[config.mk]
export PLATFORM = sky130hd
export DESIGN_NAME = am_align_ctrl
export DESIGN_NICKNAME = d
export VERILOG_FILES = /design/src/rtl/am_align_ctrl.sv
export SDC_FILE = /design/constraint.sdc
export NUM_CORES = 1
export LEC_CHECK = 0
export ABC_AREA = 1
export CAP_MARGIN = 20
export CORE_ASPECT_RATIO = 0.8
export CORE_MARGIN = 4
export CORE_UTILIZATION = 25
export CTS_CLUSTER_DIAMETER = 50
export DETAILED_ROUTE_END_ITERATION = 7
export PLACE_DENSITY = 0.47
export SYNTH_ARGS = -nofsm -noshare
export SYNTH_HDL_FRONTEND = slang
export SYNTH_SLANG_ARGS = --single-unit
[constraint.sdc]
create_clock -name clk -period 6.3 [get_ports clk]
set_clock_uncertainty 0.1 [all_clocks]
set_input_delay 0.945 -clock clk [delete_from_list [all_inputs] [get_ports clk]]
set_output_delay 0.945 -clock clk [all_outputs]
set_load 0.01 [all_outputs]
[src/rtl/am_align_ctrl.sv]
// Multi-lane alignment controller for the 40G receive PCS: serialises slip requests,
// validates the logical-lane map, measures marker skew and programs per-lane deskew delays.
module am_align_ctrl #(
  parameter int unsigned LANE_N    = 4,
  parameter int unsigned LANE_W    = 2,
  parameter int unsigned SKEW_MAX  = 15,
  parameter int unsigned SKEW_W    = 4,
  parameter int unsigned SLIP_HOLD = 3
) (
  input  logic                       clk,
  input  logic                       nreset,
  input  logic                       valid_i,
  input  logic [LANE_N-1:0]          lock_v_i,
  input  logic [LANE_N-1:0]          am_v_i,
  input  logic [LANE_N*LANE_N-1:0]   lane_i,
  input  logic [LANE_N-1:0]          slip_req_i,
  output logic [LANE_N-1:0]          slip_o,
  output logic [LANE_N*SKEW_W-1:0]   delay_o,
  output logic [LANE_N*LANE_W-1:0]   lane_map_o,
  output logic                       align_status_o,
  output logic                       deskew_err_o
);

  localparam int unsigned HOLD_W = (SLIP_HOLD < 2) ? 1 : $clog2(SLIP_HOLD + 1);

  localparam logic [1:0] ST_WAIT    = 2'd0;
  localparam logic [1:0] ST_CHECK   = 2'd1;
  localparam logic [1:0] ST_DESKEW  = 2'd2;
  localparam logic [1:0] ST_ALIGNED = 2'd3;

  logic [1:0]                state_q, state_d;
  logic [LANE_W-1:0]         ptr_q, ptr_d;
  logic [HOLD_W-1:0]         hold_q, hold_d;
  logic [LANE_N-1:0]         slip_q, slip_d;
  logic [LANE_N*SKEW_W-1:0]  delay_q, delay_d;
  logic [LANE_N*LANE_W-1:0]  map_q, map_d;
  logic [LANE_N*LANE_N-1:0]  snap_q, snap_d;
  logic [LANE_N*SKEW_W-1:0]  ref_q, ref_d;
  logic [LANE_N*SKEW_W-1:0]  off_q, off_d;
  logic [LANE_N-1:0]         seen_q, seen_d;
  logic [SKEW_W-1:0]         cnt_q, cnt_d;
  logic                      run_q, run_d;
  logic                      align_q, align_d;
  logic                      err_q, err_d;
  logic                      clr;

  logic [LANE_N-1:0]         grant_c;
  logic [LANE_W-1:0]         gidx_c;
  logic [LANE_W-1:0]         idx;
  logic                      found;
  logic                      grant_v_c;

  logic [LANE_N-1:0]         lor_c;
  logic                      onehot_c;
  logic                      map_ok_c;
  logic [LANE_N*LANE_W-1:0]  map_c;

  logic [LANE_N*SKEW_W-1:0]  off_n_c;
  logic [LANE_N-1:0]         seen_n_c;
  logic [SKEW_W-1:0]         cnt_n_c;
  logic                      run_n_c;
  logic                      meas_err_c;
  logic                      meas_done_c;
  logic [SKEW_W-1:0]         max_c;
  logic [LANE_N*SKEW_W-1:0]  delay_c;

  // Round-robin slip arbiter: first requester at or after the pointer, outside hold-off.
  always_comb begin
    grant_c = '0;
    gidx_c  = '0;
    idx     = '0;
    found   = 1'b0;
    for (int k = 0; k < int'(LANE_N); k++) begin
      idx = LANE_W'((int'(ptr_q) + k) % int'(LANE_N));
      if (!found && slip_req_i[idx]) begin
        found   = 1'b1;
        gidx_c  = idx;
        grant_c = '0;
        grant_c[idx] = 1'b1;
      end
    end
    grant_v_c = valid_i && (hold_q == '0) && found;
  end

  // Lane map is valid only as a full permutation of one-hot ids.
  always_comb begin
    lor_c    = '0;
    onehot_c = 1'b1;
    map_c    = '0;
    for (int p = 0; p < int'(LANE_N); p++) begin
      lor_c = lor_c | lane_i[p*LANE_N +: LANE_N];
      if (!$onehot(lane_i[p*LANE_N +: LANE_N])) onehot_c = 1'b0;
      for (int j = 0; j < int'(LANE_N); j++) begin
        if (lane_i[p*LANE_N + j]) map_c[j*LANE_W +: LANE_W] = LANE_W'(p);
      end
    end
    map_ok_c = onehot_c && (&lor_c);
  end

  // One marker round: offset 0 is the first cycle with any marker.
  always_comb begin
    off_n_c     = off_q;
    seen_n_c    = seen_q;
    cnt_n_c     = cnt_q;
    run_n_c     = run_q;
    meas_err_c  = 1'b0;
    meas_done_c = 1'b0;
    max_c       = '0;
    delay_c     = '0;
    if (valid_i) begin
      if (!run_q) begin
        if (|am_v_i) begin
          run_n_c  = 1'b1;
          cnt_n_c  = SKEW_W'(1);
          seen_n_c = am_v_i;
        end
      end else begin
        if (|(am_v_i & seen_q)) meas_err_c = 1'b1;
        seen_n_c = seen_q | am_v_i;
        for (int p = 0; p < int'(LANE_N); p++) begin
          if (am_v_i[p] && !seen_q[p]) off_n_c[p*SKEW_W +: SKEW_W] = cnt_q;
        end
        if ((cnt_q == SKEW_W'(SKEW_MAX)) && !(&seen_n_c)) meas_err_c = 1'b1;
        cnt_n_c = cnt_q + SKEW_W'(1);
      end
      meas_done_c = (&seen_n_c) && !meas_err_c;
    end
    for (int p = 0; p < int'(LANE_N); p++) begin
      if (off_n_c[p*SKEW_W +: SKEW_W] > max_c) max_c = off_n_c[p*SKEW_W +: SKEW_W];
    end
    for (int p = 0; p < int'(LANE_N); p++) begin
      delay_c[p*SKEW_W +: SKEW_W] = max_c - off_n_c[p*SKEW_W +: SKEW_W];
    end
  end

  // Next-state and output logic.
  always_comb begin
    state_d = state_q;
    ptr_d   = ptr_q;
    hold_d  = hold_q;
    slip_d  = '0;
    delay_d = delay_q;
    map_d   = map_q;
    snap_d  = snap_q;
    ref_d   = ref_q;
    off_d   = off_q;
    seen_d  = seen_q;
    cnt_d   = cnt_q;
    run_d   = run_q;
    err_d   = 1'b0;
    clr     = 1'b0;

    if (grant_v_c) begin
      slip_d = grant_c;
      hold_d = HOLD_W'(SLIP_HOLD);
      ptr_d  = (gidx_c == LANE_W'(LANE_N - 1)) ? '0 : gidx_c + LANE_W'(1);
    end else if (valid_i && (hold_q != '0)) begin
      hold_d = hold_q - HOLD_W'(1);
    end

    if (valid_i) begin
      case (state_q)
        ST_WAIT: begin
          if (&lock_v_i) state_d = ST_CHECK;
        end
        ST_CHECK: begin
          if (!(&lock_v_i)) begin
            state_d = ST_WAIT;
          end else if (map_ok_c) begin
            map_d   = map_c;
            snap_d  = lane_i;
            state_d = ST_DESKEW;
          end else begin
            err_d   = 1'b1;
            state_d = ST_WAIT;
          end
        end
        default: begin
          run_d  = run_n_c;
          cnt_d  = cnt_n_c;
          seen_d = seen_n_c;
          off_d  = off_n_c;
          // Lock loss, slips and remaps take precedence over any measurement outcome.
          if (!(&lock_v_i) || grant_v_c || ((state_q == ST_ALIGNED) && (lane_i != snap_q))) begin
            state_d = ST_WAIT;
            clr     = 1'b1;
          end else if (meas_err_c) begin
            err_d   = 1'b1;
            state_d = ST_WAIT;
            clr     = 1'b1;
          end else if (meas_done_c) begin
            clr = 1'b1;
            if (state_q == ST_DESKEW) begin
              delay_d = delay_c;
              ref_d   = off_n_c;
              state_d = ST_ALIGNED;
            end else if (off_n_c != ref_q) begin
              err_d   = 1'b1;
              state_d = ST_WAIT;
            end
          end
        end
      endcase
    end

    if (clr) begin
      run_d  = 1'b0;
      cnt_d  = '0;
      seen_d = '0;
      off_d  = '0;
    end
    align_d = (state_d == ST_ALIGNED);
  end

  always_ff @(posedge clk or negedge nreset) begin
    if (!nreset) begin
      state_q <= ST_WAIT;
      ptr_q   <= '0;
      hold_q  <= '0;
      slip_q  <= '0;
      delay_q <= '0;
      map_q   <= '0;
      snap_q  <= '0;
      ref_q   <= '0;
      off_q   <= '0;
      seen_q  <= '0;
      cnt_q   <= '0;
      run_q   <= 1'b0;
      align_q <= 1'b0;
      err_q   <= 1'b0;
    end else begin
      state_q <= state_d;
      ptr_q   <= ptr_d;
      hold_q  <= hold_d;
      slip_q  <= slip_d;
      delay_q <= delay_d;
      map_q   <= map_d;
      snap_q  <= snap_d;
      ref_q   <= ref_d;
      off_q   <= off_d;
      seen_q  <= seen_d;
      cnt_q   <= cnt_d;
      run_q   <= run_d;
      align_q <= align_d;
      err_q   <= err_d;
    end
  end

  assign slip_o         = slip_q;
  assign delay_o        = delay_q;
  assign lane_map_o     = map_q;
  assign align_status_o = align_q;
  assign deskew_err_o   = err_q;

endmodule
* Word-level counts from Yosys, hierarchy flattened
Index checks and enable logic that the tools add are counted.
Storage, ports and cells: flip-flop bits (word level) 93, input port bits 31, output and inout port bits 30, word-level logic and storage cells 223
Operators by class: add/sub/neg operators 22, order comparisons 12, eq/ne operators 13, mux-type cells 107, bitwise logic cells 8, reduce and logical (&&, ||, !) cells 47
Operators by type and width (count):
- $mux 4 | 24
- $mux 16 | 5
- $mux 2 | 24
- $mux 1 | 44
- $ne 16x16->1 | 2
- $logic_and 1x1->1 | 18
- $add 1x1->2 | 8
- $or 4x4->4 | 4
- $reduce_and 4->1 | 4
- $sub 4x4->4 | 4
- $add 2x2->3 | 4
- $eq 3x1->1 const B | 4
- $gt 4x4->1 | 3
- $lt 2x3->1 const B | 4
- $logic_not 1->1 | 10
- $bmux 1 s2 | 4
- $demux 1 s2 | 4
- $eq 2x2->1 const B | 4
- $ge 2x1->1 const B | 4
- $reduce_or 4->1 | 2
- $reduce_and 7->1 | 1
- $reduce_and 6->1 | 1
- $reduce_bool 2->1 | 3
- $add 2x1->2 const B | 2
- 17 further kinds | 22

* Longest topological paths before layout
Gate-level depths: netlist (run 1).
depth in word-level cells 20, depth in mapped cells 39, gate-level depth less buffers 39

* Worst setup path before layout (run 1)
Ideal clock, no wire load.
kind input-to-reg, start point input am_v_i[0], end point register delay_q[3] (netlist: delay_o[3]), library setup time 0.120 ns, arrival 5.687 ns, data required time 6.080 ns, slack 0.393 ns, cell stages on the path 37, buffers on the path 0, cells stage by stage inv_2 -> nor2_2 -> nand2_4 -> nand2_1 -> nand2_1 -> ha_1 -> inv_1 -> o21bai_1 -> a21oi_1 -> o31ai_4 -> nand2_1 -> o21ai_0 -> inv_1 -> ha_1 -> nand2_1 -> o21ai_0 -> nand2_2 -> nand2_1 -> o21ai_2 -> ha_1 -> inv_1 -> nor2_1 -> o211ai_1 -> nand2_1 -> nand2_1 -> inv_1 -> nand2_1 -> a21boi_1 -> ha_1 -> nand2_1 -> o21ai_0 -> xor2_1 -> or2_1 -> nand2_1 -> nand3_1 -> o21ai_0 -> inv_1
On the way: cells in the longest elaborated chain, start to end 13, elaborated cells on any way between the ends 34, classes of those cells add/sub (1); order compare (4); mux (16); bitwise (3); reduce/logical (10)
Ends and longest elaborated chain:
- from (decl) | line 14 | input logic [LANE_N-1:0] am_v_i,
- $logic_and 1x1->1 | line 121 | if (am_v_i[p] && !seen_q[p]) off_n_c[p*SKEW_W +: SKEW_W] = cnt_q;
- $mux 4 | line 121
- $mux 16 | line 111 | if (!run_q) begin
- $mux 16 | line 110 | if (valid_i) begin
- $gt 4x1->1 | line 129 | if (off_n_c[p*SKEW_W +: SKEW_W] > max_c) max_c = off_n_c[p*SKEW_W +: SKEW_W];
- $mux 4 | line 129
- $gt 4x4->1 | line 129
- $mux 4 | line 129
- $gt 4x4->1 | line 129
- $mux 4 | line 129
- $gt 4x4->1 | line 129
- $mux 4 | line 129
- $sub 4x4->4 | line 132 | delay_c[p*SKEW_W +: SKEW_W] = max_c - off_n_c[p*SKEW_W +: SKEW_W];
- to (signal assigned) | line 236 | delay_q <= delay_d;
- to (decl) | line 35 | logic [LANE_N*SKEW_W-1:0] delay_q, delay_d;
Several ways; a longest one is shown, not always the timed one. The select of a mux whose other input is x is not followed. A chain may end at the register's enable or synchronous reset.

* Worst setup path in the final report (run 1)
start point input am_v_i[0], end point register delay_q[15] (netlist: delay_o[15])
The elaborated chain is that of the path after synthesis.

==> flow_summary.yaml, run 1 <==
route:
  remaining_drc_errors: 0
  wirelength_um: 18200
  top_layer_used: "met4"
  m1WireLength_um: 9920
  wl_per_cell_um: 14.0
  wl_met2_um: 7560
  ant_nets: 0
  drtIter0Drc: 294
  wl_met3_um: 595
  drt-pass1-iter-count: 5
  vias: 5801
  vias_per_cell: 4.46
critical_path:
  critical_path_class: "input pin to flop"
  cp.arrival_ps: 6170
  crit_top_cell: "nand2_1"
  worst_path_max_delay_cell: "clkdlybuf4s50_1"
  cpPeakStageDelay_ps: 500
  critPathLaunchType: "input pin"
  cp-end-kind: "flop"
  critPathRequiredTime_ps: 6500
  worstPathMaxFanout: 8
pwr:
  comb_power_share_pct: 27.8
  power_switching_mw: 0.571
  p_int_mw: 1.12
  power.share.clock_pct: 34.3
  p_leak_nw: 4.04
  p_per_area_nw_per_um2: 207
  ir_drop_uv: 194
  switching_share_pct: 33.7
  p_seq_share_pct: 37.9
floorplan:
  fp-row-count: 52
  ios: 61
  start_util_pct: 25.5
  die_w_um: 188
  coreArea_um2: 25400
  fp.dieH_um: 152
  die_area_um2: 28500
sta:
  setup_viol: 0
  final.period_utilization_pct: 94.6
  clock.fmax_mhz: 168
  hold_slack_ps: 372
  min_period_ps: 5960
  drv_slew: 0
  hold_violations: 0
  slew-limit-headroom_pct: 33.4
  worstMarginPinSlew_ps: 996
  layout_setup_ws_ps: 339
global_routing:
  grt_overflow: 0
  grt_pass1_wl_um: 29800
  grt_pass1_vias: 5587
  grt_max_degree: 73
  antenna_found_initial: 1
  grtUsageTotal_pct: 12.9
final_layout:
  fillers: 2733
  syn_to_final_growth_pct: 26.6
  fin_nets: 1052
  drive_above_1_share_pct: 13.9
  instances_no_fill: 1302
logic_synthesis:
  ys_types: 47
  yosys_warnings: 0
  syn_nets: 945
  syn_area_um2: 6470
  synth_edf_count: 0
  ys_seq_area_share_pct: 36.0
  yosysTopAreaCellShare_pct: 36.0
  synth_area_leader_cell: "dfrtp_1"
  yosys-top-cells-count: "246 x nand2_1, 112 x inv_1, 93 x dfrtp_1"
  ys_seq_elements: 93
  yosysMostFrequentCell: "nand2_1"
  synthFlopType: "dfrtp_1"
  synth_cells: 865
  synth_area_per_cell_um2: 7.48
  yosys-top-cells-area: "dfrtp_1 36%, nand2_1 14%, ha_1 7.9%"
  synth-async-reset-ratio_pct: 100
cts:
  cts.sink_count: 93
  clockRootBuffer: "clkbuf_16"
  clk_latency_ps: 360
  path_clk_slew_ps: 70
  cts_tree: "yes"
  clockBufferDepth: 2
  htree_levels: 3
  numCtsBuffers: 9
placement:
  dpl.cell_count: 1282
  gp_congestion: 0.838
  io_buffers: 60
  dp_slack_ps: -275
  dp.final_hpwl_um: 13800
run_status:
  run_status: "finished clean"
hold_path:
  hold_class: "input pin to async pin"
flow_run:
  max_cap_violations: 0
-- state kept, by name (all words and copies together) (netlist names), named ones only --
register        cells
cnt_q               4
hold_q              2
run_q               1
slip_o              4
deskew_err_o        1
align_status_o      1
off_q              16
state_q             2
ref_q              16
lane_map_o          8
snap_q             16
seen_q              4
delay_o            16
ptr_q               1
-- metrics by stage --
| stage | area, um^2 | util [%] | TNS [ps] | power, mW |
|---|---|---|---|---|
| after floorplan | 6470 | - | 0 | 0.969 |
| after CTS | 8060 | 31.8 | 0 | 1.71 |
| after global routing | 8200 | 32.3 | -74.6 | 1.82 |
| final | 8200 | 32.3 | 0 | 1.70 |
| after detailed placement | 7750 | 30.5 | -1220 | 1.11 |
| after global placement | 7750 | 30.5 | -489 | 1.11 |
-- cell usage in the layout (no fill, tap or decap), types with 4 or more instances in the layout --
master           netlist  final
nand2_2               19     23
a21boi_1               5      4
a21oi_1               17     15
inv_1                112    112
inv_2                  9      9
nand4_1                9      9
nand2_1              246    242
clkdlybuf4s50_1        0     57
o211ai_1               7      7
nand3_1               64     64
fa_1                   8      8
nor2_4                 3      4
ha_4                   0      4
nand3b_1               6      6
xor2_1                18     18
o21ai_1               28     33
o21bai_1               5      5
clkbuf_16              0      9
dfrtp_1               93     93
o21ai_0               51     45
ha_1                  41     37
buf_4                  3     55
nor2_1                62     61
nand2_4                5      5
-- routing by layer --
metal | global-route usage [%] | vias up
li1 | - | 2999
met1 | 19.8 | 2707
met2 | 18.7 | 87
met3 | 2.59 | 8
met4 | 2.48 | 0
met5 | 0 | -
-- cell type report --
cell class                 count  area (um^2)  share of cell area [%]
antenna                        1         2.50                  0.0305
clock buffer                  10          239                    2.92
clock inverter                 6         71.3                   0.870
inverter                     123          469                    5.73
multi-input combinational    630         3640                    44.5
sequential                    93         2330                    28.4
tap                          324          405                    4.95
timing repair buffer         115         1040                    12.6
-- power by group through the flow --
| stage | combinational (mW) | clock (mW) | sequential (mW) |
|---|---|---|---|
| finish | 0.472 | 0.582 | 0.642 |
| global route | 0.545 | 0.627 | 0.645 |
| CTS | 0.462 | 0.607 | 0.643 |
| detailed placement | 0.461 | 0 | 0.654 |
| global placement | 0.455 | 0 | 0.654 |
| floorplan | 0.326 | 0 | 0.643 |
-- worst max-delay path: cells and delay by family --
kind,cells,cell delay [ps]
AO/OA/AOI/OAI,6,980
AND/OR/NAND/NOR,16,1410
buffers and inverters,9,1370
XOR/XNOR,1,320
adder cells (fa/ha/maj),4,1130
-- kinds of logic (layout without fill, tap and decap cells) --
family,after synthesis,in the layout,share of synthesized area (%)
and+or+nand+nor,429,429,29.7
adders and majority gates,49,49,10.4
buffers and inverters,142,254,9.09
xor gates and xnor gates,22,22,3.19
other,0,1,0
DFF,93,93,36.0
AOI/OAI and AO/OA,130,130,11.7
-- worst paths after layout --
check                                   start       endpoint  slack, ps  cells after the start
worst min-delay path                   nreset      ref_q[12]        370                      1
min in group clk                lane_map_o[7]  lane_map_o[7]        390                      2
worst max register to register          run_q    delay_o[15]        790                     33
worst max-delay path                am_v_i[0]    delay_o[15]        340                     36
max in group asynchronous              nreset       ref_q[6]       4840                      3
worst min register to register  lane_map_o[7]  lane_map_o[7]        390                      2
-- what timing repair did --
| item | CTS | global route |
|---|---|---|
| hold buffers | 0 | 0 |
| setup buffers | 0 | 2 |
| setup endpoints to repair | 0 | 12 |
| gates resized for setup | 0 | 23 |
| hold endpoints to repair | 0 | 0 |
Power figures use the tool's default switching activity.
==> run 2, diff against run 1 <==
--- a/config.mk
+++ b/config.mk
@@ -6,7 +6,7 @@
 export NUM_CORES = 1
 export LEC_CHECK = 0
 export ABC_AREA = 1
-export CAP_MARGIN = 20
+export CAP_MARGIN = 15
 export CORE_ASPECT_RATIO = 0.8
 export CORE_MARGIN = 4
 export CORE_UTILIZATION = 25
==> run 2 against run 1 <==
  * Final area down 0.34%
  * Fmax is 0.16% lower
  * Setup slack lost 9.4 ps
  * Sequential share of layout area grew 0.096 points
  * Clock power about the same
  * Worst hold slack worse by 1.2 ps
  * Critical path type unchanged
  * Highest routed layer unchanged
==> flow_summary.yaml, run 2 (synthesis results as in run 1) <==
global_routing:
  grtUsageTotal_pct: 12.9
  grt_overflow: 0
  grt_pass1_wl_um: 29800
  grt_pass1_vias: 5587
  grt_max_degree: 73
  antenna_found_initial: 1
route:
  wirelength_um: 18200
  remaining_drc_errors: 0
  wl_per_cell_um: 14.0
  vias: 5787
  drtIter0Drc: 306
  drt-pass1-iter-count: 5
  ant_nets: 0
  vias_per_cell: 4.45
floorplan:
  die_area_um2: 28500
  die_w_um: 188
  coreArea_um2: 25400
  start_util_pct: 25.5
  ios: 61
  fp-row-count: 52
  fp.dieH_um: 152
pwr:
  totalPowerFinal_mw: 1.69
  ir_drop_uv: 194
  p_leak_nw: 4.03
  p_per_area_nw_per_um2: 207
cts:
  cts.sink_count: 93
  path_clk_slew_ps: 70
  numCtsBuffers: 9
  clockBufferDepth: 2
  postCtsHoldBufs: 0
  clk_latency_ps: 360
  cts_tree: "yes"
  htree_levels: 3
  clockRootBuffer: "clkbuf_16"
final_layout:
  drive_above_1_share_pct: 13.8
  layout_common_cells: "242 x nand2_1, 112 x inv_1, 93 x dfrtp_1, 64 x nand3_1, 61 x nor2_1"
  fin_nets: 1051
  mostFrequentLayoutCell: "nand2_1"
  syn_to_final_growth_pct: 26.2
  design_area_um2: 8170
critical_path:
  critPathRequiredTime_ps: 6510
  critical_path_class: "input pin to flop"
  cpPeakStageDelay_ps: 500
  cp-end-kind: "flop"
  crit_top_cell: "nand2_1"
  crit_family: "simple AND/OR/NAND/NOR gates"
  worstPathMaxFanout: 8
  worst_path_max_delay_cell: "clkdlybuf4s50_1"
  critPathBufInv: 8
  critPathLaunchType: "input pin"
  cp.arrival_ps: 6180
sta:
  hold_slack_ps: 370
  final.period_utilization_pct: 94.8
  setup_viol: 0
  min_period_ps: 5970
  drv_slew: 0
  clock.fmax_mhz: 167
  worstMarginPinSlew_ps: 1010
  slew-limit-headroom_pct: 32.7
  hold_violations: 0
placement:
  dp.final_hpwl_um: 13800
  gp_congestion: 0.838
  placed_area_um2: 7750
  io_buffers: 60
flow_run:
  max_cap_violations: 0
run_status:
  run_status: "finished clean"
hold_path:
  hold_class: "input pin to async pin"
run 2: cell types whose count changed in the layout (fill, tap and decap cells not counted):
cell | previous run | this run
buf_16 | 1 | 0
run 2: timing repair:
item                                    in CTS  in global routing
buffers inserted                             0                  2
endpoints found under the setup margin       0                 12
gates resized for setup                      0                 23
run 2: where the power goes:
group,switching (mW),total [mW],internal [mW]
combinational,0.284,0.470,0.185
clock,0.259,0.581,0.322
sequential,0.0267,0.642,0.616
total,0.570,1.69,1.12
run 2: per-layer routing:
layer	up-vias	global-route usage, %	routed length, um
met4	0	2.48	131
met5	-	0	0
met3	8	2.59	668
li1	2997	-	-
met2	89	18.7	7560
met1	2693	19.8	9890
run 2: final cells by class:
type	instances	area, um^2
fillers	2735	17200
multi-input cells	630	3640
well taps	324	405
repair buffers	114	1010
diodes	1	2.50
flip-flops and latches	93	2330
clock buffers	10	239
clock inverters	6	71.3
inverters	123	469
run 2: final timing paths:
| check | start | to | slack, ps | cells after the start |
|---|---|---|---|---|
| setup / recovery | am_v_i[0] | delay_o[15] | 330 | 37 |
| hold / removal | nreset | ref_q[12] | 370 | 1 |
| setup reg to reg | run_q | delay_o[15] | 790 | 34 |
| hold reg to reg | lane_map_o[7] | lane_map_o[7] | 390 | 2 |
| max in group asynchronous | nreset | delay_o[3] | 4450 | 2 |
| min in group clk | lane_map_o[7] | lane_map_o[7] | 390 | 2 |
run 2: stage by stage:
step	instances	setup TNS, ps	util (%)	worst slack, ps
final	1301	0	32.2	329
after global routing	1301	-74.6	32.2	-35.2
after CTS	1298	0	31.8	111
after detailed placement	1282	-1220	30.5	-275
after global placement	1282	-489	30.5	-132
after floorplan	865	0	-	393
run 2: worst reg2reg max path, delay by kind of cell, from the launching register on:
| kind | cells | cell delay (ps) |
|---|---|---|
| flip-flops | 1 | 600 |
| AO/OA/AOI/OAI | 8 | 1160 |
| buffers and inverters | 6 | 690 |
| XOR/XNOR | 1 | 320 |
| AND/OR/NAND/NOR | 15 | 1440 |
| adder cells (fa/ha/maj) | 4 | 1170 |
==> run 3, diff against run 2 <==
--- a/config.mk
+++ b/config.mk
@@ -8,8 +8,9 @@
 export ABC_AREA = 1
 export CAP_MARGIN = 15
 export CORE_ASPECT_RATIO = 0.8
-export CORE_MARGIN = 4
+export CORE_MARGIN = 10
 export CORE_UTILIZATION = 25
+export CTS_BUF_LIST = sky130_fd_sc_hd__clkbuf_8
 export CTS_CLUSTER_DIAMETER = 50
 export DETAILED_ROUTE_END_ITERATION = 7
 export PLACE_DENSITY = 0.47
==> run 3 against run 2 <==
  * Clock power is 22% lower
  * Worst hold slack better by 21 ps
  * Count of clock-buffer cells in the layout is 1 lower
  * Combinational power is 1% lower
  * Register-to-register slack better by 270 ps
  * Routed wire length is 1.1% higher
  * Final cell count is 0.61% lower
  * Utilization is 0.58 points lower
  * Fmax is 2.4% higher
  * Critical path type unchanged
==> flow_summary.yaml, run 3 (synthesis results as in run 1) <==
run_status:
  run_status: "finished clean"
route:
  drt-pass1-iter-count: 4
  vias: 5725
  drtIter0Drc: 315
  wirelength_um: 18500
  vias_per_cell: 4.43
  remaining_drc_errors: 0
  ant_nets: 0
  wl_per_cell_um: 14.3
critical_path:
  crit_family: "simple AND/OR/NAND/NOR gates"
  crit_top_cell: "nand2_1"
  critPathCapture: "delay_o[3]"
  critical_path_class: "input pin to flop"
  cp.arrival_ps: 6010
  path_depth: 36
  r2r-end: "delay_o[3]"
  cp-startpoint: "am_v_i[0]"
  worst_path_max_delay_cell: "clkdlybuf4s50_1"
  worstPathMaxFanout: 8
  critPathLaunchType: "input pin"
  critPathRequiredTime_ps: 6480
  cp-end-kind: "flop"
  rrSetupSlack_ps: 1060
  critPathBufInv: 7
  cpPeakStageDelay_ps: 500
  r2r_cells: 33
  timing.rr.start: "cnt_q[2]"
sta:
  hold_violations: 0
  rsz0062_at_grt: "false"
  hold_slack_ps: 392
  setup_viol: 0
  min_period_ps: 5830
  worstMarginPinSlew_ps: 970
  slew-limit-headroom_pct: 35.1
  final.period_utilization_pct: 92.5
  drv_slew: 0
  clock.fmax_mhz: 172
placement:
  dpl.cell_count: 1275
  io_buffers: 60
  gp_congestion: 0.814
  dp.final_hpwl_um: 14200
final_layout:
  n_antenna_cell: 0
  layout_common_cells: "242 x nand2_1, 112 x inv_1, 93 x dfrtp_1, 63 x nand3_1, 61 x nor2_1"
  drive_above_1_share_pct: 13.2
  fillers: 2735
  instances_no_fill: 1293
  syn_to_final_growth_pct: 23.9
  final-seq-area_um2: 2330
  fin_nets: 1044
  multi_input_area_um2: 3650
  mostFrequentLayoutCell: "nand2_1"
global_routing:
  grt_max_degree: 52
  grt_pass1_vias: 5521
  grtUsageTotal_pct: 11.7
  grt_pass1_wl_um: 30200
  antenna_found_initial: 0
  grt_overflow: 0
pwr:
  p_int_mw: 1.02
  ir_drop_uv: 156
  power.share.clock_pct: 29.2
  power_switching_mw: 0.545
  p_leak_nw: 3.96
  comb_power_share_pct: 29.8
  switching_share_pct: 34.8
  p_seq_share_pct: 41.1
  p_per_area_nw_per_um2: 195
floorplan:
  coreArea_um2: 25400
  fp.dieH_um: 164
  die_w_um: 200
  die_area_um2: 32800
  ios: 61
  fp-row-count: 52
  start_util_pct: 25.5
flow_run:
  max_cap_violations: 0
cts:
  cts.sink_count: 93
  postCtsHoldBufs: 0
  clockBufferDepth: 2
  numCtsBuffers: 9
  clockRootBuffer: "clkbuf_8"
  cts_tree: "yes"
  clk_latency_ps: 390
  path_clk_slew_ps: 100
  htree_levels: 3
hold_path:
  hold_class: "flop to flop"
run 3: cell count changes in the layout (fill, tap and decap cells not counted), moves of 2 or more:
cell / previous run / this run
buf_4: 55 / 48
clkbuf_16: 9 / 0
clkbuf_8: 1 / 9
clkinv_2: 0 / 3
clkinv_4: 2 / 0
o21ai_0: 45 / 48
o21ai_1: 33 / 30
run 3: final cells by class:
class	instances	share of cell area (%)
flip-flops and latches	93	29.0
multi-input cells	630	45.5
well taps	324	5.05
inverters	123	5.85
clock buffers	9	1.54
clock inverters	7	1.12
repair buffers	107	11.9
run 3: worst reg2reg max path: cells and delay by family, from the launching register on:
family,cells,cell delay [ps]
flops,1,510
simple gates,13,1280
fa+ha+maj,4,1160
buf+inv,6,630
compound gates,9,1300
xor+xnor,1,180
run 3: worst min path at each step:
stage / from / endpoint / slack, ps / cells after the start
6_report: lane_map_o[7] / lane_map_o[7] / 390 / 2
3_5_place_dp: lane_map_o[7] / lane_map_o[7] / 370 / 2
4_1_cts: lane_map_o[7] / lane_map_o[7] / 400 / 2
5_1_grt: lane_map_o[0] / lane_map_o[0] / 440 / 2
2_1_floorplan: hold_q[0] / hold_q[0] / 350 / 1
3_3_place_gp: lane_map_o[7] / lane_map_o[7] / 370 / 2
run 3: repair_timing:
item | in CTS | in global routing
gates resized for setup | 0 | 22
buffers inserted | 0 | 2
endpoints found under the setup margin | 0 | 9
run 3: power groups by stage:
stage / clock, mW / sequential, mW / combinational (mW)
after floorplan: 0 / 0.643 / 0.326
after CTS: 0.473 / 0.643 / 0.459
final: 0.456 / 0.642 / 0.465
after global placement: 0 / 0.654 / 0.455
after global routing: 0.497 / 0.647 / 0.536
after detailed placement: 0 / 0.654 / 0.457
run 3: routing by layer:
layer  share of wire, %  vias up  global-route usage (%)
met2                 42       63                    16.8
met4                1.4        0                    3.50
met5                  0        -                       0
met3                2.1       13                    1.41
met1                 55     2660                    17.6
li1                   -     2989                       -
run 3: through the flow:
stage,worst slack [ps],utilization (%),TNS [ps],area [um^2],total power [mW]
after CTS,175,31.2,0,7910,1.57
after floorplan,393,-,0,6470,0.969
after global routing,20.4,31.6,0,8020,1.68
after global placement,-122,30.3,-431,7690,1.11
after detailed placement,-238,30.3,-1140,7690,1.11
final,471,31.6,0,8020,1.56
==> RTL edit: new RTL, flow settings as in run 1 <==
Remove the register `slip_q`: a continuous assignment takes its place, so the output `slip_o` follows one clock earlier.
--- a/src/rtl/am_align_ctrl.sv
+++ b/src/rtl/am_align_ctrl.sv
@@ -218,5 +218,4 @@
       ptr_q   <= '0;
       hold_q  <= '0;
-      slip_q  <= '0;
       delay_q <= '0;
       map_q   <= '0;
@@ -233,5 +232,4 @@
       ptr_q   <= ptr_d;
       hold_q  <= hold_d;
-      slip_q  <= slip_d;
       delay_q <= delay_d;
       map_q   <= map_d;
@@ -247,4 +245,6 @@
   end
 
+  assign slip_q = slip_d;
+
   assign slip_o         = slip_q;
   assign delay_o        = delay_q;
Behaviour: not the same (a bounded check fails within 4 cycles, from zero or initial values and one cycle with nreset low).
==> RTL edit against run 1 <==
Wire length down 1.7%. Critical endpoint is now delay_o[7]. Largest power group unchanged. Power fell by 5.0%. Highest routed layer unchanged. Count of clock-buffer cells in the layout shrank 1. Combinational power down 7.8%. Area after synthesis is 2.0% lower. Worst setup slack better by 0.0026 ns. Sequential cell count shrank 4. Utilization increased by 0.27 points. Non-clock buffer count is 3 lower. Final area fell by 2.1%. Maximum frequency about the same. First-iteration DRC count increased by 0.68%.
==> RTL edit: results (changes against run 1) <==
* Worst slew pin tran at 0.948 ns (-0.0477 ns)
* Final WL at 17.9 mm (-1.7%)
* Synth area leaders: dfrtp_1 (35%), nand2_1 (13%), ha_1 (8.1%)
* Average wire per standard cell at 13.8 µm (-1.4%)
* Synth warnings at 0 (unchanged)
* Asr flop ratio synth at 100% (unchanged)
* Post-synthesis adder-cell area fraction at 10.6% (+0.21 points)
* Setup repair bufs after CTS at 0 (unchanged)
* Leak at 0.00398 µW (-1.5%)
* DP Worst Slack at -0.383 ns (-0.108 ns)
* Peak supply drop at 0.112 mV (-42%)
* Multi-input combinational area share at 44.8% (+0.36 points)
* Post-Synth XOR/XNOR Area at 2.90% (-0.29 points)
* Largest net degree at the start of global routing at 72 (-1.4%)
* Multi-input gate area at 3600 µm² (-1.3%)
* Vias in the first global route at 5572 (-0.27%)
* Seq/Total Area, Yosys at 35.1% (-0.85 points)
* Syn Area/Cell at 7.28 µm² (-2.8%)
* Synth Area in Compound Gates at 11.5% (-0.20 points)
* M1 WL at 9.43 mm (-4.9%)
* Synth cell count leaders: nand2_1 (225), inv_1 (120), dfrtp_1 (89), nor2_1 (82), nand3_1 (69)
* Area after DPL at 7590 µm² (-2.0%)
* Initial antenna violation count at 0 (-1)
* Number of diodes at 0 (-1)
* Multi-input gates at 629 (-0.16%)
* Inverters excl. clock at 134 (+8.9%)
* Highest routed layer: met4
* CP arrival at 6.11 ns (-0.06 ns)
* Clkbuf count at 9 (-1)
* Syn_nets at 952 (+0.74%)
* GRT Overall Usage at 13.1% (+0.16 points)
* RD Place Congestion at 0.817 (-2.5%)
* Post-synthesis mux area share at 0% (unchanged)
* Cts repair resizes at 1 (+1)
* Clk root buf: clkbuf_16
* Hold Path Class: primary input to asynchronous set/reset pin
* Clk sinks at 89 (-4.3%)
* DP HPWL at 13.6 mm (-1.2%)
* DRT iter0 DRCs at 296 (+0.68%)
* Reg area at 2230 µm² (-4.3%)
* # fillers at 2639 (-3.4%)
* Largest delay share family, worst path: simple AND/OR/NAND/NOR gates
* Worst-skew pair later-pin latency at 0.36 ns (about the same)
* Status: finished, final reports clean
* Distinct cells, synth at 44 (-6.4%)
* Worst-path fanout max at 8 (unchanged)
* Layout clock area frac at 3.76% (-0.028 points)
* Met3 wire len at 763 µm (+28%)
* Met3 GRT Util at 2.32% (-0.27 points)
* Met2 Use GR at 19.1% (+0.33 points)
* Non-CTS buffers at 112 (-2.6%)
* Crit path kind: primary input to flip-flop
* Nets at 1055 (+0.29%)
* Share of layout cells above drive strength 1 at 13.6% (-0.35 points)
* First-pass GRT wire length at 29.2 mm (-2.1%)
* WL met2 at 7.54 mm (-0.30%)
* Met1 usage in global routing at 20.0% (+0.16 points)
* Non-clock buffer share at 12.4% (-0.26 points)
* Vias/cell at 4.47 (+0.38%)
==> RTL edit: changes by cell type after synthesis, moves of 5 or more <==
cell      before  now
a21oi_1       17   31
nand3_1       64   69
o21ai_1       28   10
inv_1        112  120
o21ai_0       51   56
nand2_2       19   11
nor2_1        62   82
a21boi_1       5    0
nand2_1      246  225
==> RTL edit: power by group <==
part           internal [µW]  total (µW)  switching [µW]
registers                585         610            24.5
logic                    166         435             269
clock network            311         566             255
total                   1060        1610             548
==> RTL edit: path summary, 6_finish.rpt <==
| kind | slack [ns] | cells past startpoint | endpoint | start |
|---|---|---|---|---|
| max | 0.34 | 39 | delay_o[7] | am_v_i[0] |
| min in group clk | 0.39 | 2 | lane_map_o[5] | lane_map_o[5] |
| max in group asynchronous | 4.51 | 2 | off_q[6] | nreset |
| min | 0.37 | 1 | deskew_err_o | nreset |
| max reg2reg | 0.94 | 39 | delay_o[7] | seen_q[1] |
| min reg2reg | 0.39 | 2 | lane_map_o[5] | lane_map_o[5] |
